===== config.mk =====
export PLATFORM = sky130hd
export DESIGN_NAME = core88_memctl
export DESIGN_NICKNAME = d
export VERILOG_FILES = /design/src/rtl/core88_memctl.sv
export SDC_FILE = /design/constraint.sdc
export NUM_CORES = 1
export LEC_CHECK = 0
export CAP_MARGIN = 10
export CORE_MARGIN = 1.5
export CORE_UTILIZATION = 55
export CTS_BUF_LIST = sky130_fd_sc_hd__clkbuf_8
export DETAILED_ROUTE_END_ITERATION = 7
export PLACE_DENSITY = 0.9
export SLEW_MARGIN = 20
export SYNTH_ARGS = -nofsm -noshare
export SYNTH_HDL_FRONTEND = slang
export SYNTH_SLANG_ARGS = --single-unit

===== constraint.sdc =====
create_clock -name clock -period 4.7 [get_ports clock]
set_clock_uncertainty 0.15 [all_clocks]
set_input_delay 0.94 -clock clock [delete_from_list [all_inputs] [get_ports clock]]
set_output_delay 0.94 -clock clock [all_outputs]
set_load 0.005 [all_outputs]

===== src/rtl/core88_memctl.sv =====
// Byte-wide core bus to 16-bit asynchronous SRAM bridge with programmable wait states.
// A single-word read cache lets repeated reads of the same word finish without SRAM wait states.
module core88_memctl #(
    parameter int unsigned WAIT = 2
) (
    input  logic        clock,
    input  logic        reset,
    input  logic [19:0] address,
    input  logic [7:0]  data,
    input  logic        wreq,
    output logic [7:0]  bus,
    output logic        locked,
    output logic [18:0] sram_a,
    output logic [15:0] sram_dq_o,
    input  logic [15:0] sram_dq_i,
    output logic        sram_we_n,
    output logic        sram_oe_n,
    output logic        sram_ub_n,
    output logic        sram_lb_n
);

    typedef enum logic [1:0] {SAMPLE, ACCESS, DONE} state_t;

    localparam logic [3:0] WAIT_CNT = 4'(WAIT);

    state_t      st;
    logic [3:0]  cnt;
    logic [19:0] a_r;
    logic [7:0]  d_r;
    logic        w_r;
    logic        c_valid;
    logic [18:0] c_tag;
    logic [15:0] c_word;

    logic hit_in;
    logic hit_latched;

    assign hit_in      = c_valid && (c_tag == address[19:1]);
    assign hit_latched = c_valid && (c_tag == a_r[19:1]);

    // Enables are registers with async reset so an aborted access releases the SRAM immediately.
    always_ff @(posedge clock or posedge reset) begin
        if (reset) begin
            st        <= SAMPLE;
            cnt       <= 4'd0;
            a_r       <= 20'd0;
            d_r       <= 8'd0;
            w_r       <= 1'b0;
            c_valid   <= 1'b0;
            c_tag     <= 19'd0;
            c_word    <= 16'd0;
            bus       <= 8'h00;
            locked    <= 1'b0;
            sram_a    <= 19'd0;
            sram_dq_o <= 16'd0;
            sram_we_n <= 1'b1;
            sram_oe_n <= 1'b1;
            sram_ub_n <= 1'b1;
            sram_lb_n <= 1'b1;
        end else begin
            case (st)
                SAMPLE: begin
                    a_r <= address;
                    d_r <= data;
                    w_r <= wreq;
                    if (!wreq && hit_in) begin
                        bus    <= address[0] ? c_word[15:8] : c_word[7:0];
                        locked <= 1'b1;
                        st     <= DONE;
                    end else begin
                        sram_a    <= address[19:1];
                        sram_ub_n <= ~address[0];
                        sram_lb_n <= address[0];
                        cnt       <= WAIT_CNT;
                        st        <= ACCESS;
                        if (wreq) begin
                            sram_dq_o <= {data, data};
                            sram_we_n <= 1'b0;
                        end else begin
                            sram_oe_n <= 1'b0;
                        end
                    end
                end
                ACCESS: begin
                    if (cnt != 4'd0) begin
                        cnt <= cnt - 4'd1;
                    end else begin
                        if (!w_r) begin
                            bus     <= a_r[0] ? sram_dq_i[15:8] : sram_dq_i[7:0];
                            c_word  <= sram_dq_i;
                            c_tag   <= a_r[19:1];
                            c_valid <= 1'b1;
                        end else if (hit_latched) begin
                            // Write-through keeps the cached word coherent with SRAM.
                            if (a_r[0]) begin
                                c_word[15:8] <= d_r;
                            end else begin
                                c_word[7:0] <= d_r;
                            end
                        end
                        sram_we_n <= 1'b1;
                        sram_oe_n <= 1'b1;
                        sram_ub_n <= 1'b1;
                        sram_lb_n <= 1'b1;
                        locked    <= 1'b1;
                        st        <= DONE;
                    end
                end
                DONE: begin
                    locked <= 1'b0;
                    st     <= SAMPLE;
                end
                default: begin
                    locked <= 1'b0;
                    st     <= SAMPLE;
                end
            endcase
        end
    end

endmodule


# ---- Yosys cells after proc, flatten, opt, wreduce, memory -nomap -nowiden
# Cells that the tools add are included.
dict set report totals {
  in_bits 47
  ff_bits 119
}
dict set report op_classes {
  addsub 1
  mux 29
  n_eq_ne 13
  bitwise 4
  n_reduce_logical 18
}
# cell count
set op_table {}
lappend op_table {{$mux W8} 7}
lappend op_table {{$eq A19 B19 Y1} 2}
lappend op_table {{$mux W16} 2}
lappend op_table {{$reduce_and A4 Y1} 5}
lappend op_table {{$ne A2 B2 Y1 const B} 9}
lappend op_table {{$pmux W8 S2} 1}
lappend op_table {{$reduce_and A3 Y1} 4}
lappend op_table {{$pmux W1 S2} 5}
lappend op_table {{$mux W1} 8}
lappend op_table {{$mux W4} 2}
lappend op_table {{$pmux W4 S2} 1}
lappend op_table {{$mux W2} 2}
lappend op_table {{$not A1 Y1} 4}
lappend op_table {{$pmux W2 S2} 1}
lappend op_table {{$reduce_and A2 Y1} 2}
lappend op_table {{$reduce_bool A4 Y1} 1}
lappend op_table {{$sub A4 B1 Y4 const B} 1}
lappend op_table {{$logic_and A1 B1 Y1} 3}
lappend op_table {{$eq A2 B1 Y1 const B} 1}
lappend op_table {{$logic_not A2 Y1} 1}
lappend op_table {{$ne A2 B1 Y1 const B} 1}
lappend op_table {{$reduce_bool A2 Y1} 1}
lappend op_table {{$logic_not A1 Y1} 1}

# ---- Logic depth before layout (Yosys ltp)
dict set report logic_depth {
  word_depth 5
  mapped_depth 9
  mapped_depth_nobuf 7
}

# ---- Worst setup path before layout
# OpenSTA, ideal clock, no wires.
dict set report synth_timing {
  path_kind {input to register}
  from {in address[10]}
  to {reg sram_a[10]}
  n_path_buf 1
  path_slack_ps 2186
  arrival_ps 2240
  stages 6
  path_cell_list {xor2_1 nor4_1 nand2_1 o21ai_2 buf_2 mux2_2}
}
dict set report synth_via {
  elab_chain_cells 5
}
# element line
set synth_lines {}
lappend synth_lines {{start: declaration} 8} ;# input logic [19:0] address,
lappend synth_lines {{$eq A19 B19 Y1} 38} ;# assign hit_in = c_valid && (c_tag == address[19:1]);
lappend synth_lines {{$logic_and A1 B1 Y1} 38}
lappend synth_lines {{$logic_and A1 B1 Y1} 66} ;# if (!wreq && hit_in) begin
lappend synth_lines {{$not A1 Y1 (no source line)} --}
lappend synth_lines {{$reduce_and A2 Y1 (no source line)} --}
lappend synth_lines {{end signal: assignment} 71} ;# sram_a <= address[19:1];
lappend synth_lines {{end: declaration} 13} ;# output logic [18:0] sram_a,
# No other way between the ends.
# A chain may end at the register's enable or synchronous reset.

# ---- Worst setup path after layout
dict set report layout_timing {
  from {in address[12]}
  to {reg sram_a[11]}
}
dict set report layout_via {
  elab_chain_cells 5
}
# element line
set layout_lines {}
lappend layout_lines {{$eq A19 B19 Y1} 38}
lappend layout_lines {{$logic_and A1 B1 Y1} 38}
lappend layout_lines {{$logic_and A1 B1 Y1} 66}
lappend layout_lines {{$not A1 Y1 (no source line)} --}
lappend layout_lines {{$reduce_and A2 Y1 (no source line)} --}
# Parallel ways exist; a longest one is shown, timed or not.

==> impl_results.md <==
* Cell Area, Synth at 5460 sq um
* Via density per instance at 5.66
* Share of layout cells above drive strength 1 at 11.9%
* Clock Pin Slew Worst Setup and Hold Paths at 0.10 ns
* CTS Buffer Depth at 2
* Starting Density at 56.4%
* Syn Area/Cell at 10.4 sq um
* Sw Share at 37.6%
* H-Tree Depth at 3
* Switching Power at 1.65 mW
* Post-synthesis xor/xnor area fraction at 6.10%
* Internal at 2.73 mW
* Asr flop ratio synth at 100%
* Static Leak at 2.95 nW
* Hpwl dp at 8790 um
* Setup TNS Final at 0 ns
* Arrival time at the worst endpoint at 3.46 ns
* Syn_nets at 572
* Post_cts resized at 0
* DRC viols at 0
* Minimum clock period at 3.34 ns
* Synth top area cells: dfrtp_1 (49%), nand2_1 (10%), mux2i_1 (7.7%), mux2_2 (7.0%), xor2_1 (5.9%)
* Critical path's largest stage delay at 0.90 ns
* Cell row count at 36
* Diode count at 0
* Synthesized-area fraction occupied by and/or/nand/nor cells at 16.9%
* # setup viols final at 0
* Hold slack at 0.331 ns
* Vert. Die Dim at 103 um
* Port Buffers at 94
* Vias in the first global route at 4,395
* Critical Path Source Type: input pin
* Crit path max fanout at 20
* Least-Margin Pin Slew at 1.10 ns
* Highest Clock Rate at 300 MHz
* Area delta synth->final at 21.5%
* Peak VDD IR at 0.331 mV
* Post-synth EDFFs at 0
* Post-synthesis adder-cell area fraction at 0.458%
* # nets final at 651
* Overflow after GRT at 0
* Synth warnings at 0
* Tot Pwr at 4.38 mW
* Postcts setup bufs at 0
* Post-route cell area at 6630 sq um
* Seq/Total Area, Yosys at 51.0%
* CORE AREA at 9680 sq um
* Final hold violations at 0
* Crit-path slowest cell: o21ai_2
* RePlAce Congestion at 0.816
* Post-Synthesis Cells at 523
* Yosys reg bits at 111
* Commonest non-fill, non-tap cell in the layout: nand2_1
* Global-route wire length before repair at 20,900 um
* Vias at 4,192
* CTS tree: built
* Largest family of logic cells by synthesized area: simple AND/OR/NAND/NOR gates
* Crit path kind: input pin to register
* RSZ-0062 raised after global routing: false
* Outcome: finished, final reports clean
* Max transition margin at 26.8%
* Share of the synthesized area in the top cell type at 49.0%
* P per Cell Area at 661 nW/um^2
* Clock sink count at 111
* Clk Latency, worst-skew pair at 0.38 ns
* Detailed-route wire length per cell at 17.2 um
* Hold buffers post-CTS at 0
* DRT iter0 DRCs at 294
* CTS root buffer: clkbuf_8
* Max-Cap Viols at 0
* Logic pwr share at 45.1%
* Initial DRT Pass Iterations at 6
* Initial antenna violation count at 0
* Seq pwr share at 42.5%
* Worst Hold Class: register to register
* Unique masters post-synth at 42
* Final Cycle Share at 71.0%
* Non-filler cells, final at 740
* Area fraction in compound gates after synthesis at 6.56%
* Routed WL at 12,700 um
* Top Ports at 95
* Critical path endpoint category: register
* Max Slew Vio Count at 0
* Mux contribution to synthesized area at 15.0%
* Clock network fraction of total power at 12.4%
* Required @ worst endpoint at 4.82 ns
* CP Cell Sequence: clkdlybuf4s50_1, xor2_1, nor4_1, nand2_1, o21ai_2, mux2_2
* Placed inst area at 6450 sq um
* Main synth FF type: dfrtp_1
* Leading area contributor after synthesis: dfrtp_1
* Die ar. at 10,500 sq um
* Largest net degree at the start of global routing at 54
* Die width at 103 um
* ANT nets after route at 0
* Most frequent cells in the layout: nand2_1 (148), dfrtp_1 (107), clkdlybuf4s50_1 (94)
* Gr usage total at 25.6%
* Placed insts at 724
* Num CTS Buffers at 9
[state kept, by name, indices dropped and copies added (netlist names), 2 cells and up]
register,count
bus,8
st,2
c_word,16
a_r,20
cnt,4
sram_dq_o,8
d_r,8
c_tag,19
sram_a,19
[cells in the mapped netlist, types with 2 or more instances]
cell / number
a21o_1: 4
dfstp_2: 4
nand3_1: 3
buf_4: 12
nor2_1: 5
buf_1: 5
nor2b_1: 10
a211oi_1: 8
nand2_1: 148
mux2i_1: 42
o22ai_1: 2
clkbuf_1: 12
buf_2: 5
xor2_1: 37
inv_1: 8
o221ai_1: 15
o31a_1: 2
a21oi_1: 11
mux2_2: 34
nor4_1: 12
o21ai_0: 4
ha_1: 2
nor3_1: 3
dfrtp_1: 107
nand2b_1: 11
[critical path, delay by kind of cell]
family                    cells  cell delay, ns
muxes                         1            0.43
buffers and inverters         1            0.47
AOI/OAI and AO/OA             1            0.90
and+or+nand+nor               2            0.54
xor gates and xnor gates      1            0.17
[per-stage QoR]
stage	util [%]	worst slack [ns]
finish	68.5	1.36
global route	68.5	1.23
CTS	68.5	1.36
detailed placement	66.6	0.963
global placement	66.6	1.09
floorplan	-	0.686
[cell type report]
cell class                      instances  area (sq um)
Clock buffer                           10           138
Multi-Input combinational cell        369          2460
Sequential cell                       111          2780
Inverter                                8          32.5
Fill cell                             711          3050
Timing Repair Buffer                  103          1010
Clock inverter                          6          46.3
Tap cell                              133           166
[path summary, 6_finish.rpt]
kind | from | endpoint | slack [ns] | depth (start not counted)
min in group asynchronous | reset | c_tag[7] | 0.85 | 2
min | d_r[3] | d_r[3] | 0.33 | 2
max in group asynchronous | reset | sram_dq_o[7] | 2.66 | 3
max | address[12] | sram_a[11] | 1.36 | 6
max reg2reg | st[0] | c_word[11] | 1.71 | 6
min reg2reg | d_r[3] | d_r[3] | 0.33 | 2
[cell families (layout without fill, tap and decap cells)]
logic type	after synthesis	after routing
AO/OA/AOI/OAI	50	50
XOR/XNOR	38	38
adder cells (fa/ha/maj)	2	2
buffers and inverters	43	127
flip-flops	111	111
multiplexers	77	77
AND/OR/NAND/NOR	202	202
[power groups by stage]
stage / clock network (mW) / registers [mW] / logic [mW]
final: 0.544 / 1.86 / 1.98
after global routing: 0.586 / 1.92 / 2.18
after CTS: 0.552 / 1.85 / 1.98
after detailed placement: 0 / 1.87 / 1.96
after global placement: 0 / 1.82 / 1.87
after floorplan: 0 / 1.76 / 1.30
[metal layers]
| layer | share of wire [%] | up-vias | routed length [um] | track usage, % |
|---|---|---|---|---|
| met1 | 41 | 2093 | 5250 | 32.5 |
| met5 | 0 | - | 0 | 0 |
| met3 | 5.1 | 33 | 646 | 4.95 |
| met4 | 2.7 | 0 | 341 | 10.6 |
| met2 | 51 | 146 | 6500 | 43.4 |
| li1 | - | 1920 | - | - |
Note: power is estimated with default switching activity, not from simulation.
